[src/rtl/counter_ctrl_pkg.sv]
`default_nettype none
// ============================================================================
// Module   : counter_ctrl_pkg
// Brief    : Command opcodes and sequencer state encoding for counter_ctrl.
// Revision : 1.0 - initial release
// ============================================================================
package counter_ctrl_pkg;

    localparam logic [1:0] OP_CLEAR     = 2'b00;
    localparam logic [1:0] OP_UP        = 2'b01;
    localparam logic [1:0] OP_DOWN      = 2'b10;
    localparam logic [1:0] OP_UNTIL_OVF = 2'b11;

    typedef enum logic [1:0] {
        ST_IDLE   = 2'd0,
        ST_CLR    = 2'd1,
        ST_RUN    = 2'd2,
        ST_SETTLE = 2'd3
    } state_t;

endpackage
`default_nettype wire

[src/rtl/counter_ctrl.sv]
`default_nettype none
// ============================================================================
// Module   : counter_ctrl
// Brief    : Command-driven sequencer for an N-bit up/down counter; runs one
//            command at a time and reports final count and wrap status.
// Revision : 1.0 - initial release
// ============================================================================
module counter_ctrl
    import counter_ctrl_pkg::*;
#(
    parameter int N = 8
) (
    input  logic         clk,
    input  logic         rst_n,
    input  logic         cmd_valid,
    output logic         cmd_ready,
    input  logic [1:0]   cmd_op,
    input  logic [N-1:0] cmd_len,
    input  logic         abort,
    output logic         count_en,
    output logic         count_clr,
    output logic         count_dir,
    input  logic [N-1:0] count,
    input  logic         overflow,
    output logic         done,
    output logic [N-1:0] done_count,
    output logic         done_ovf
);

    localparam logic [N-1:0] c_rem_one = {{(N-1){1'b0}}, 1'b1};

    state_t       r_state;
    state_t       w_next_state;
    logic [1:0]   r_op;
    logic [N-1:0] r_rem;
    logic         r_dir;
    logic         r_en_d;
    logic         r_ovf_seen;
    logic         r_done;
    logic [N-1:0] r_done_count;
    logic         r_done_ovf;

    logic w_accept;
    logic w_capture;
    logic w_en;
    logic w_clr;
    logic w_ready;
    logic w_ovf_hit;
    logic w_last;

    // A held overflow is stale unless the counter was enabled last cycle.
    assign w_ovf_hit = overflow & r_en_d;
    assign w_last    = (r_rem == c_rem_one);

    always_comb begin
        w_next_state = r_state;
        w_accept     = 1'b0;
        w_capture    = 1'b0;
        w_en         = 1'b0;
        w_clr        = 1'b0;
        w_ready      = 1'b0;
        case (r_state)
            ST_IDLE: begin
                w_ready = 1'b1;
                if (cmd_valid) begin
                    w_accept = 1'b1;
                    if (cmd_op == OP_CLEAR)
                        w_next_state = ST_CLR;
                    else if (cmd_op == OP_UNTIL_OVF)
                        w_next_state = ST_RUN;
                    else if (cmd_len == '0)
                        w_next_state = ST_SETTLE;
                    else
                        w_next_state = ST_RUN;
                end
            end
            ST_CLR: begin
                w_clr        = 1'b1;
                w_next_state = ST_SETTLE;
            end
            ST_RUN: begin
                if (r_op == OP_UNTIL_OVF) begin
                    if (w_ovf_hit) begin
                        w_capture    = 1'b1;
                        w_next_state = ST_IDLE;
                    end else if (abort) begin
                        w_next_state = ST_SETTLE;
                    end else begin
                        w_en = 1'b1;
                    end
                // An abort coinciding with the final enabled cycle completes normally.
                end else if (abort && !w_last) begin
                    w_next_state = ST_SETTLE;
                end else begin
                    w_en = 1'b1;
                    if (w_last)
                        w_next_state = ST_SETTLE;
                end
            end
            ST_SETTLE: begin
                w_capture    = 1'b1;
                w_next_state = ST_IDLE;
            end
            default: w_next_state = ST_IDLE;
        endcase
    end

    always_ff @(posedge clk) begin
        if (!rst_n) begin
            r_state      <= ST_IDLE;
            r_op         <= OP_CLEAR;
            r_rem        <= '0;
            r_dir        <= 1'b0;
            r_en_d       <= 1'b0;
            r_ovf_seen   <= 1'b0;
            r_done       <= 1'b0;
            r_done_count <= '0;
            r_done_ovf   <= 1'b0;
        end else begin
            r_state <= w_next_state;
            r_en_d  <= w_en;
            r_done  <= w_capture;
            if (w_capture) begin
                r_done_count <= count;
                r_done_ovf   <= r_ovf_seen | w_ovf_hit;
            end
            if (w_accept) begin
                r_op       <= cmd_op;
                r_ovf_seen <= 1'b0;
                r_rem      <= (cmd_op == OP_UP || cmd_op == OP_DOWN) ? cmd_len : '0;
                if (cmd_op == OP_UP || cmd_op == OP_UNTIL_OVF)
                    r_dir <= 1'b1;
                else if (cmd_op == OP_DOWN)
                    r_dir <= 1'b0;
            end else begin
                if ((r_state == ST_RUN || r_state == ST_SETTLE) && w_ovf_hit)
                    r_ovf_seen <= 1'b1;
                if (r_state == ST_RUN && w_en && r_op != OP_UNTIL_OVF)
                    r_rem <= r_rem - c_rem_one;
            end
        end
    end

    assign cmd_ready  = rst_n & w_ready;
    assign count_en   = rst_n & w_en;
    assign count_clr  = rst_n & w_clr;
    assign count_dir  = r_dir;
    assign done       = r_done;
    assign done_count = r_done_count;
    assign done_ovf   = r_done_ovf;

endmodule
`default_nettype wire

[config.mk]
export PLATFORM = sky130hd
export DESIGN_NAME = counter_ctrl
export DESIGN_NICKNAME = d
export VERILOG_FILES = /design/src/rtl/counter_ctrl_pkg.sv /design/src/rtl/counter_ctrl.sv
export SDC_FILE = /design/constraint.sdc
export NUM_CORES = 1
export LEC_CHECK = 0
export ABC_AREA = 1
export CORE_ASPECT_RATIO = 0.5
export CORE_MARGIN = 1
export CORE_UTILIZATION = 45
export CTS_BUF_LIST = sky130_fd_sc_hd__clkbuf_16
export DETAILED_ROUTE_END_ITERATION = 12
export PLACE_DENSITY = 0.83
export SLEW_MARGIN = 20
export SYNTH_ARGS = -nofsm -noshare
export SYNTH_HDL_FRONTEND = slang
export SYNTH_SLANG_ARGS = --single-unit
[constraint.sdc]
create_clock -name clk -period 2.75 [get_ports clk]
set_clock_uncertainty 0.15 [all_clocks]
set_input_delay 0.6875 -clock clk [delete_from_list [all_inputs] [get_ports clk]]
set_output_delay 0.6875 -clock clk [all_outputs]
set_load 0.01 [all_outputs]
==> impl_metrics.csv, run 1 <==
group,metric,value,unit
power_and_ir_drop,peakVddDrop,0.338,mV
floorplan,design.die.area,0.00344,mm^2
critical_path,critical_path.top_delay_family,"buffers and inverters",
synthesis,synth_top_area_share,34.8,%
global_routing,top_usage_layer,"met2",
sta,timing.hold.ws,0.313,ns
global_routing,grt.overflow.total,0,
synthesis,synth-main-ff-cell,"dfxtp_1",
sta,drv_slew,0,
global_routing,grt_max_degree,20,
cts,cts_max_path_buffers,2,
cts,cts_buffers,3,
synthesis,postSynthAreaPerCell,6.70,um^2
drt,initialDrtViolationCount,107,
critical_path,slowest_delay,0.53,ns
cts,h-tree-depth,1,
placed_design,place_hpwl,2.72,mm
synthesis,yosysTopAreaCell,"dfxtp_1",
sta,rsz0062_at_grt,"no",
power_and_ir_drop,power.leakage,0.912,nW
synthesis,synth_edf_count,0,
critical_path,r2r-end,"r_rem[7]$_SDFFE_PN0P_",
cts,cts.sinks,25,
power_and_ir_drop,sw_frac_of_total,35.1,%
cts,clkLatencyLatePin,0.26,ns
cts,clockRootBuffer,"clkbuf_16",
power_and_ir_drop,clkPwrFrac,28.4,%
worst_hold_path,hp-start,"done_ovf$_SDFFE_PN0P_",
power_and_ir_drop,p_int,0.779,mW
floorplan,fp.coreArea,0.00303,mm^2
global_routing,met3_usage,4.13,%
run_status,status,"finished, final reports clean",
critical_path,worstPathArrival,1.78,ns
floorplan,initial_core_util,47.5,%
sta,finalSetupViolations,0,
synthesis,synthMostInstantiatedCell,"nor2_1",
power_and_ir_drop,p_seq_share,37.1,%
global_routing,use_met1,30.1,%
sta,fin_setup_tns,0,ns
sta,clock.fmax,382,MHz
finish,area.growth.synth_to_final,32.9,%
synthesis,syn_area,0.00144,mm^2
critical_path,cp-start-kind,"input port",
drt,viasPerCell,5.17,
sta,tightest_slew,0.378,ns
sta,finalCriticalPeriod,2.62,ns
cts,clkSlewWorstSetupHoldPaths,0.07,ns
drt,num_vias,1525,
critical_path,path_buf_inv,3,
critical_path,ff2ff_path_depth,10,
global_routing,grt_pass1_vias,1449,
flow_run,drv_cap,0,
finish,fill_cells,286,
power_and_ir_drop,p_switching,0.421,mW
worst_hold_path,hold_depth,2,
synthesis,synth_commonest_cells,"52 x nor2_1, 48 x nand2_1, 25 x dfxtp_1",
floorplan,dieHeight,42,um
sta,hold_viol_final,0,
worst_hold_path,min_path_type,"flip-flop to flip-flop",
synthesis,ys_types,26,
sta,finalWorstSetupSlack,0.134,ns
global_routing,grt_pass1_wl,6.29,mm
power_and_ir_drop,pwr-share-comb,34.6,%
synthesis,synth_seq_area_share,34.8,%
critical_path,rrSetupSlack,0.81,ns
synthesis,synthCells,215,
finish,diodes,0,
critical_path,critPathRequiredTime,1.91,ns
sta,fin_crit_sh,95.1,%
drt,avgRoutedWirePerCell,12.2,um
critical_path,path_cells,"dlygate4sd2_1 -> clkinv_2 -> nor2_1 -> clkdlybuf4s50_1",
floorplan,rows,14,
synthesis,ys_seq_elements,25,
floorplan,num_io_pins,37,
synthesis,synth.area.top_cells,"dfxtp_1 35%, nor2_1 14%, nand2_1 13%",
finish,drive_gt1_share,10.6,%
global_routing,grt_util_all_layers,23.6,%
drt,drtAntennaViolNets,0,
finish,final_nets,284,
placed_design,io_buffers,36,
placed_design,dp_slack,-0.217,ns
synthesis,synthArstFlopShare,0,%
critical_path,critPathKind,"input port to output pin",
critical_path,rr_startpoint,"r_rem[1]$_SDFFE_PN0P_",
critical_path,cp_max_fo,5,
global_routing,antenna_found_initial,0,
critical_path,cp_slowest_cell,"clkdlybuf4s50_1",
critical_path,end_kind,"output pin",
synthesis,synth_fp_nets,243,
floorplan,die_w,82.0,um
synthesis,yosys_warnings,0,
cts,cts_tree,"built",
power_and_ir_drop,powerDensity,627,mW/mm^2
drt,totalWireLength,3.60,mm
global_routing,grtUsageMet2,41.7,%
worst_hold_path,whs_endpoint,"done_ovf$_SDFFE_PN0P_",
drt,drt_pass1_iterations,5,
sta,slew_headroom,74.8,%
drt,drc,0,
placed_design,gp_congestion,0.861,
-- area by class of cell --
type	instances	area (um^2)	share of cell area (%)
multi-input cells	163	802	41.9
flip-flops and latches	25	500	26.1
repair buffers	41	392	20.5
inverters	22	86.3	4.51
clock buffers	3	75.1	3.92
well taps	40	50.0	2.61
clock inverters	1	8.76	0.458
-- how the worst max path moves through the flow --
stage	start	end	slack, ns	cells past startpoint
3_3_place_gp	overflow	count_en	-0.16	7
6_report	rst_n	count_clr	0.13	4
5_1_grt	overflow	count_en	0.07	7
2_1_floorplan	rst_n	cmd_ready	0.66	3
4_1_cts	overflow	count_en	-0.001	7
3_5_place_dp	overflow	count_en	-0.22	7
-- what timing repair did --
action                     in CTS  in global routing
resized for setup               3                  3
setup endpoints to repair       3                  1
hold buffers                    0                  0
buffers inserted                0                  0
pin swaps                       0                  1
-- stage by stage --
| step | power, mW | std cells | utilization (%) | cell area, um^2 |
|---|---|---|---|---|
| finish | 1.20 | 295 | 63.2 | 1910 |
| global route | 1.28 | 295 | 63.2 | 1910 |
| CTS | 1.20 | 295 | 63.3 | 1920 |
| detailed placement | 0.860 | 291 | 60.6 | 1840 |
| global placement | 0.847 | 291 | 60.6 | 1840 |
| floorplan | 0.740 | 215 | - | 1440 |
-- kinds of logic after synthesis --
kind of cell	share of synthesized area (%)
AO/OA/AOI/OAI	10.8
adder cells (fa/ha/maj)	4.34
buffers and inverters	9.56
flip-flops	34.8
AND/OR/NAND/NOR	40.6
-- routing by layer --
metal	vias to the layer above	wire [um]
met4	0	30
li1	767	-
met1	703	1570
met5	-	0
met2	51	1780
met3	4	220
-- registers in the layout, indices dropped and copies added (netlist names) --
name        count
r_state         2
r_rem           8
r_op            2
count_dir       1
r_en_d          1
done_count      8
done_ovf        1
r_ovf_seen      1
done            1
-- power groups by stage --
stage,clock network [mW],registers (mW),logic (mW)
after global routing,0.361,0.450,0.468
final,0.341,0.445,0.415
after detailed placement,0,0.451,0.409
after floorplan,0,0.449,0.291
after CTS,0.344,0.444,0.413
after global placement,0,0.450,0.397
-- cells in the final DEF, fill, tap and decap left out, types with 2 or more instances in the layout --
cell	n
inv_1	18
nand2_1	48
nor2_4	3
o21ai_0	15
clkbuf_16	3
nand2_4	2
a21oi_1	9
nor2_1	52
ha_1	5
dfxtp_1	25
nand4_1	4
buf_4	5
nand3_1	12
inv_2	2
clkdlybuf4s50_1	34
nand3_2	5
-- tightest hold or removal path: cells and delay by family, from the launching register on --
| kind | cells | cell delay [ns] |
|---|---|---|
| simple gates | 1 | 0.06 |
| flops | 1 | 0.31 |
| compound gates | 1 | 0.05 |
(Power assumes the default switching activity.)
==> inputs of run 2 (changes only) <==
--- a/config.mk
+++ b/config.mk
@@ -12,6 +12,7 @@
 export CTS_BUF_LIST = sky130_fd_sc_hd__clkbuf_16
 export DETAILED_ROUTE_END_ITERATION = 12
 export PLACE_DENSITY = 0.83
+export RECOVER_POWER = 50
 export SLEW_MARGIN = 20
 export SYNTH_ARGS = -nofsm -noshare
 export SYNTH_HDL_FRONTEND = slang
==> run 2 against run 1 <==
  * Critical path depth unchanged
  * Critical path type unchanged
  * Total power down 0.74%
  * Worst setup slack worse by 0.011 ns
  * Routed wire length down 0.22%
  * Combinational power down 2%
  * Via count down 0.79%
  * Final cell count unchanged
  * Count of clock-buffer cells in the layout unchanged
  * Clock power about the same
  * Sequential power about the same
  * Sequential share of layout area up 0.10 points
  * Register-to-register slack worse by 0.04 ns
==> impl_metrics.csv, run 2 (synthesis gave the netlist of run 1 again) <==
group,metric,value,unit
run_status,status,"finished, final reports clean",
floorplan,num_io_pins,37,
global_routing,grt_util_all_layers,23.6,%
sta,tightest_slew,0.747,ns
cts,cts_max_path_buffers,2,
sta,finalCriticalPeriod,2.63,ns
global_routing,grt.overflow.total,0,
finish,layout_common_cells,"52 x nor2_1, 49 x nand2_1, 25 x dfxtp_1",
sta,finalSetupViolations,0,
cts,clkSlewWorstSetupHoldPaths,0.07,ns
floorplan,dieHeight,42,um
cts,cts_buffers,3,
placed_design,place_hpwl,2.72,mm
finish,area.growth.synth_to_final,32.4,%
sta,hold_viol_final,0,
drt,drt_pass1_iterations,5,
critical_path,r2r-end,"r_rem[4]$_SDFFE_PN0P_",
floorplan,fp.coreArea,0.00303,mm^2
power_and_ir_drop,p_switching,0.417,mW
critical_path,critPathKind,"input port to output pin",
global_routing,grt_pass1_vias,1449,
finish,final_nets,284,
drt,num_vias,1513,
cts,clkLatencyLatePin,0.26,ns
critical_path,rr_startpoint,"r_state[0]$_SDFFE_PN0P_",
critical_path,rrSetupSlack,0.77,ns
floorplan,design.die.area,0.00344,mm^2
sta,drv_slew,0,
finish,fin_util,62.9,%
worst_hold_path,min_path_type,"flip-flop to flip-flop",
drt,avgRoutedWirePerCell,12.2,um
power_and_ir_drop,powerDensity,625,mW/mm^2
sta,rsz0062_at_grt,"no",
cts,cts_hold_buf,0,
cts,cts.sinks,25,
sta,fin_setup_tns,0,ns
power_and_ir_drop,power.leakage,0.948,nW
cts,cts_tree,"built",
critical_path,ff2ff_path_depth,9,
global_routing,grt_max_degree,20,
drt,totalWireLength,3.60,mm
worst_hold_path,whs_endpoint,"done_ovf$_SDFFE_PN0P_",
floorplan,rows,14,
cts,cts_setup_buffers,0,
flow_run,drv_cap,0,
sta,fin_crit_sh,95.5,%
finish,drive_gt1_share,9.41,%
sta,timing.hold.ws,0.309,ns
placed_design,gp_congestion,0.861,
critical_path,end_kind,"output pin",
drt,initialDrtViolationCount,112,
power_and_ir_drop,clkPwrFrac,28.6,%
global_routing,antenna_found_initial,0,
finish,multi_input_area,795,um^2
drt,viasPerCell,5.13,
sta,slew_headroom,50.1,%
drt,drtAntennaViolNets,0,
floorplan,initial_core_util,47.5,%
finish,diodes,0,
power_and_ir_drop,pwr-share-comb,34.1,%
finish,seq_area,500,um^2
sta,clock.fmax,381,MHz
power_and_ir_drop,peakVddDrop,0.338,mV
finish,fill_cells,288,
critical_path,worstPathArrival,1.79,ns
worst_hold_path,hp-start,"done_ovf$_SDFFE_PN0P_",
floorplan,die_w,82.0,um
worst_hold_path,hold_depth,2,
critical_path,cp_max_fo,5,
power_and_ir_drop,p_int,0.774,mW
cts,h-tree-depth,1,
critical_path,critPathRequiredTime,1.91,ns
placed_design,io_buffers,36,
drt,drc,0,
critical_path,cp-start-kind,"input port",
power_and_ir_drop,p_total,1.19,mW
power_and_ir_drop,p_seq_share,37.3,%
power_and_ir_drop,sw_frac_of_total,35.0,%
global_routing,grt_pass1_wl,6.29,mm
finish,layout_commonest_cell,"nor2_1",
cts,clockRootBuffer,"clkbuf_16",
run 2: cell count changes in the layout (fill, tap and decap cells not counted):
cell and change:
clkdlybuf4s50_1 -12, inv_1 +2, inv_2 -2, nand2_4 -1, nand2_1 +1, dlygate4sd3_1 +12
run 2: per-stage QoR:
stage	area, um^2	setup WS, ns	instances
after floorplan	1440	0.659	215
after global placement	1840	-0.157	291
after detailed placement	1840	-0.217	291
after CTS	1920	-0.00131	295
after global routing	1910	0.0425	295
final	1910	0.124	295
run 2: worst max-delay path: stages:
cell	delay, ns
dlygate4sd2_1	0.31
clkinv_2	0.13
nor2_1	0.12
clkdlybuf4s50_1	0.53
run 2: final cells by class:
cell class,instances,share of cell area (%)
Inverter,22,4.53
Multi-Input combinational cell,163,41.7
Clock buffer,3,3.94
Clock inverter,1,0.459
Tap cell,40,2.62
Sequential cell,25,26.2
Timing Repair Buffer,41,20.5
run 2: repair_timing:
action | 4_1_cts | 5_1_grt
setup endpoints to repair | 3 | 1
pin swaps | 0 | 1
cloned | 0 | 0
resized for setup | 3 | 3
run 2: worst max-delay path by stage:
| stage | cells after the start | start | to | slack [ns] |
|---|---|---|---|---|
| floorplan | 3 | rst_n | cmd_ready | 0.66 |
| global placement | 7 | overflow | count_en | -0.16 |
| detailed placement | 7 | overflow | count_en | -0.22 |
| CTS | 7 | overflow | count_en | -0.001 |
| global route | 7 | overflow | count_en | 0.04 |
| finish | 4 | rst_n | count_clr | 0.12 |
run 2: routing by layer:
| layer | share of wire [%] | vias up | GRT usage, % |
|---|---|---|---|
| li1 | - | 765 | - |
| met1 | 43 | 696 | 30.1 |
| met2 | 50 | 50 | 41.7 |
| met3 | 5.8 | 2 | 4.13 |
| met4 | 0.56 | 0 | 4.91 |
| met5 | 0 | - | 0 |
run 2: power by group through the flow:
stage | Sequential (mW) | Clock, mW | Combinational, mW
final | 0.445 | 0.341 | 0.406
after global routing | 0.449 | 0.361 | 0.461
after CTS | 0.444 | 0.344 | 0.413
after detailed placement | 0.451 | 0 | 0.409
after global placement | 0.450 | 0 | 0.397
after floorplan | 0.449 | 0 | 0.291
==> inputs of run 3 (changes only) <==
==> constraint.sdc (replaced) <==
create_clock -name clk -period 3.1 [get_ports clk]
set_clock_uncertainty 0.15 [all_clocks]
set_input_delay 0.775 -clock clk [delete_from_list [all_inputs] [get_ports clk]]
set_output_delay 0.775 -clock clk [all_outputs]
set_load 0.01 [all_outputs]
==> run 3 against run 2 <==
  * Utilization is 0.66 points lower
  * Clock power is 12% lower
  * Total power is 12% lower
  * Critical endpoint unchanged
  * Worst setup slack worse by 0.013 ns
  * Routed wire length is 1.4% lower
==> impl_metrics.csv, run 3 (synthesis gave the netlist of run 1 again) <==
group,metric,value,unit
drt,avgRoutedWirePerCell,12.1,um
global_routing,grt_pass1_vias,1318,
floorplan,initial_core_util,47.5,%
critical_path,critPathKind,"input port to output pin",
drt,drt_pass1_iterations,5,
finish,seq_area,500,um^2
cts,cts_hold_buf,0,
cts,clkLatencyLatePin,0.26,ns
flow_run,drv_cap,0,
critical_path,path_depth,4,
finish,multi_input_area,787,um^2
floorplan,die_w,82.0,um
global_routing,antenna_found_initial,0,
drt,drc,0,
drt,drtAntennaViolNets,0,
critical_path,critical_path.top_delay_family,"buffers and inverters",
power_and_ir_drop,peakVddDrop,0.277,mV
critical_path,cp-start-kind,"input port",
finish,area.growth.synth_to_final,31.0,%
power_and_ir_drop,powerDensity,558,mW/mm^2
cts,clockRootBuffer,"clkbuf_16",
sta,rsz0062_at_grt,"no",
sta,tightest_slew,0.736,ns
critical_path,critPathRequiredTime,2.17,ns
cts,cts_tree,"built",
global_routing,grt_max_degree,20,
cts,cts_buffers,3,
placed_design,detailed_place.area,0.00182,mm^2
sta,drv_slew,0,
critical_path,ff2ff_path_depth,9,
floorplan,fp.coreArea,0.00303,mm^2
drt,totalWireLength,3.55,mm
finish,fill_cells,276,
floorplan,dieHeight,42,um
finish,instances_no_fill,293,
placed_design,dp.cells,289,
drt,initialDrtViolationCount,67,
finish,final_nets,282,
critical_path,path_buf_inv,3,
floorplan,num_io_pins,37,
global_routing,grt.overflow.total,0,
placed_design,place_hpwl,2.61,mm
finish,drive_gt1_share,8.30,%
sta,clock.fmax,334,MHz
drt,viasPerCell,5.01,
critical_path,rr_startpoint,"r_state[0]$_SDFFE_PN0P_",
critical_path,cp_max_fo,5,
cts,cts_setup_buffers,0,
critical_path,cp_slowest_cell,"clkdlybuf4s50_1",
finish,diodes,0,
sta,timing.hold.ws,0.313,ns
sta,fin_crit_sh,96.4,%
placed_design,gp_congestion,0.884,
finish,layout_commonest_cell,"nor2_1",
critical_path,rrSetupSlack,0.72,ns
finish,design_area,0.00189,mm^2
global_routing,grt_pass1_wl,5.69,mm
critical_path,crit_end,"count_clr",
drt,num_vias,1468,
global_routing,grt_util_all_layers,21.7,%
floorplan,rows,14,
cts,h-tree-depth,1,
critical_path,crit_start,"rst_n",
sta,hold_viol_final,0,
floorplan,design.die.area,0.00344,mm^2
cts,cts_max_path_buffers,2,
finish,layout_common_cells,"52 x nor2_1, 50 x nand2_1, 25 x dfxtp_1",
critical_path,cp_common_cell,"clkdlybuf4s50_1",
worst_hold_path,min_path_type,"flip-flop to flip-flop",
critical_path,end_kind,"output pin",
critical_path,worstPathArrival,2.06,ns
sta,finalSetupViolations,0,
placed_design,io_buffers,36,
critical_path,r2r-end,"r_rem[1]$_SDFFE_PN0P_",
critical_path,path_cells,"clkdlybuf4s50_1 -> inv_2 -> nor2_1 -> clkdlybuf4s50_1",
critical_path,slowest_delay,0.56,ns
finish,fin_util,62.3,%
power_and_ir_drop,power.leakage,0.934,nW
run_status,status,"finished, final reports clean",
cts,clkSlewWorstSetupHoldPaths,0.07,ns
worst_hold_path,hold_depth,1,
sta,finalCriticalPeriod,2.99,ns
sta,slew_headroom,50.8,%
cts,cts.sinks,25,
-- run 3: changes by cell type in the layout (fill, tap and decap cells not counted) --
cell	previous run	this run
buf_4	5	3
inv_2	0	2
clkbuf_2	1	0
clkdlybuf4s50_1	22	23
clkinv_2	1	0
clkinvlp_2	0	1
inv_1	20	19
inv_4	1	0
nand2_1	49	50
nand2_4	1	0
-- run 3: worst min-delay path by stage --
stage	startpoint	end	slack [ns]
3_5_place_dp	r_ovf_seen$_SDFFE_PP0P_	r_ovf_seen$_SDFFE_PP0P_	0.30
2_1_floorplan	r_ovf_seen$_SDFFE_PP0P_	r_ovf_seen$_SDFFE_PP0P_	0.29
5_1_grt	r_ovf_seen$_SDFFE_PP0P_	r_ovf_seen$_SDFFE_PP0P_	0.33
4_1_cts	r_ovf_seen$_SDFFE_PP0P_	r_ovf_seen$_SDFFE_PP0P_	0.32
3_3_place_gp	r_ovf_seen$_SDFFE_PP0P_	r_ovf_seen$_SDFFE_PP0P_	0.30
6_report	r_ovf_seen$_SDFFE_PP0P_	r_ovf_seen$_SDFFE_PP0P_	0.31
-- run 3: report_power, final --
group	internal [mW]	leakage, nW	switching (mW)
sequential	0.359	0.205	0.0341
combinational	0.146	0.687	0.213
clock	0.178	0.0415	0.122
total	0.683	0.934	0.369
-- run 3: per-stage QoR --
stage                     power (mW)  setup TNS (ns)  worst slack [ns]
final                           1.05               0             0.110
after global routing            1.12               0            0.0229
after CTS                       1.06               0            0.0167
after detailed placement       0.761         -0.0419           -0.0419
after global placement         0.748               0            0.0161
after floorplan                0.656               0             0.834
-- run 3: area by class of cell --
class	count	share of cell area (%)
multi-input combinational	163	41.7
sequential	25	26.5
timing repair buffer	39	20.2
inverter	22	4.44
clock buffer	3	3.98
tap	40	2.65
clock inverter	1	0.464
-- run 3: timing repair --
| item | 4_1_cts | 5_1_grt |
|---|---|---|
| gates resized for setup | 1 | 1 |
| endpoints found under the setup margin | 1 | 2 |
| endpoints found under the hold margin | 0 | 0 |
-- run 3: metal layers --
metal  global-route usage, %  vias to the layer above  share of wire, %  wire (um)
li1                        -                      757                 -          -
met3                    4.13                        4               4.7        165
met2                    36.5                       52                48       1690
met4                    6.67                        0               1.2         42
met5                       0                        -                 0          0
met1                    28.1                      655                46       1650
-- run 3: worst register-to-register path, delay by kind of cell, from the launching register on --
kind / cells / cell delay [ns]
buffers and inverters: 2 / 0.58
AOI/OAI and AO/OA: 2 / 0.20
DFF: 1 / 0.43
and+or+nand+nor: 5 / 0.92
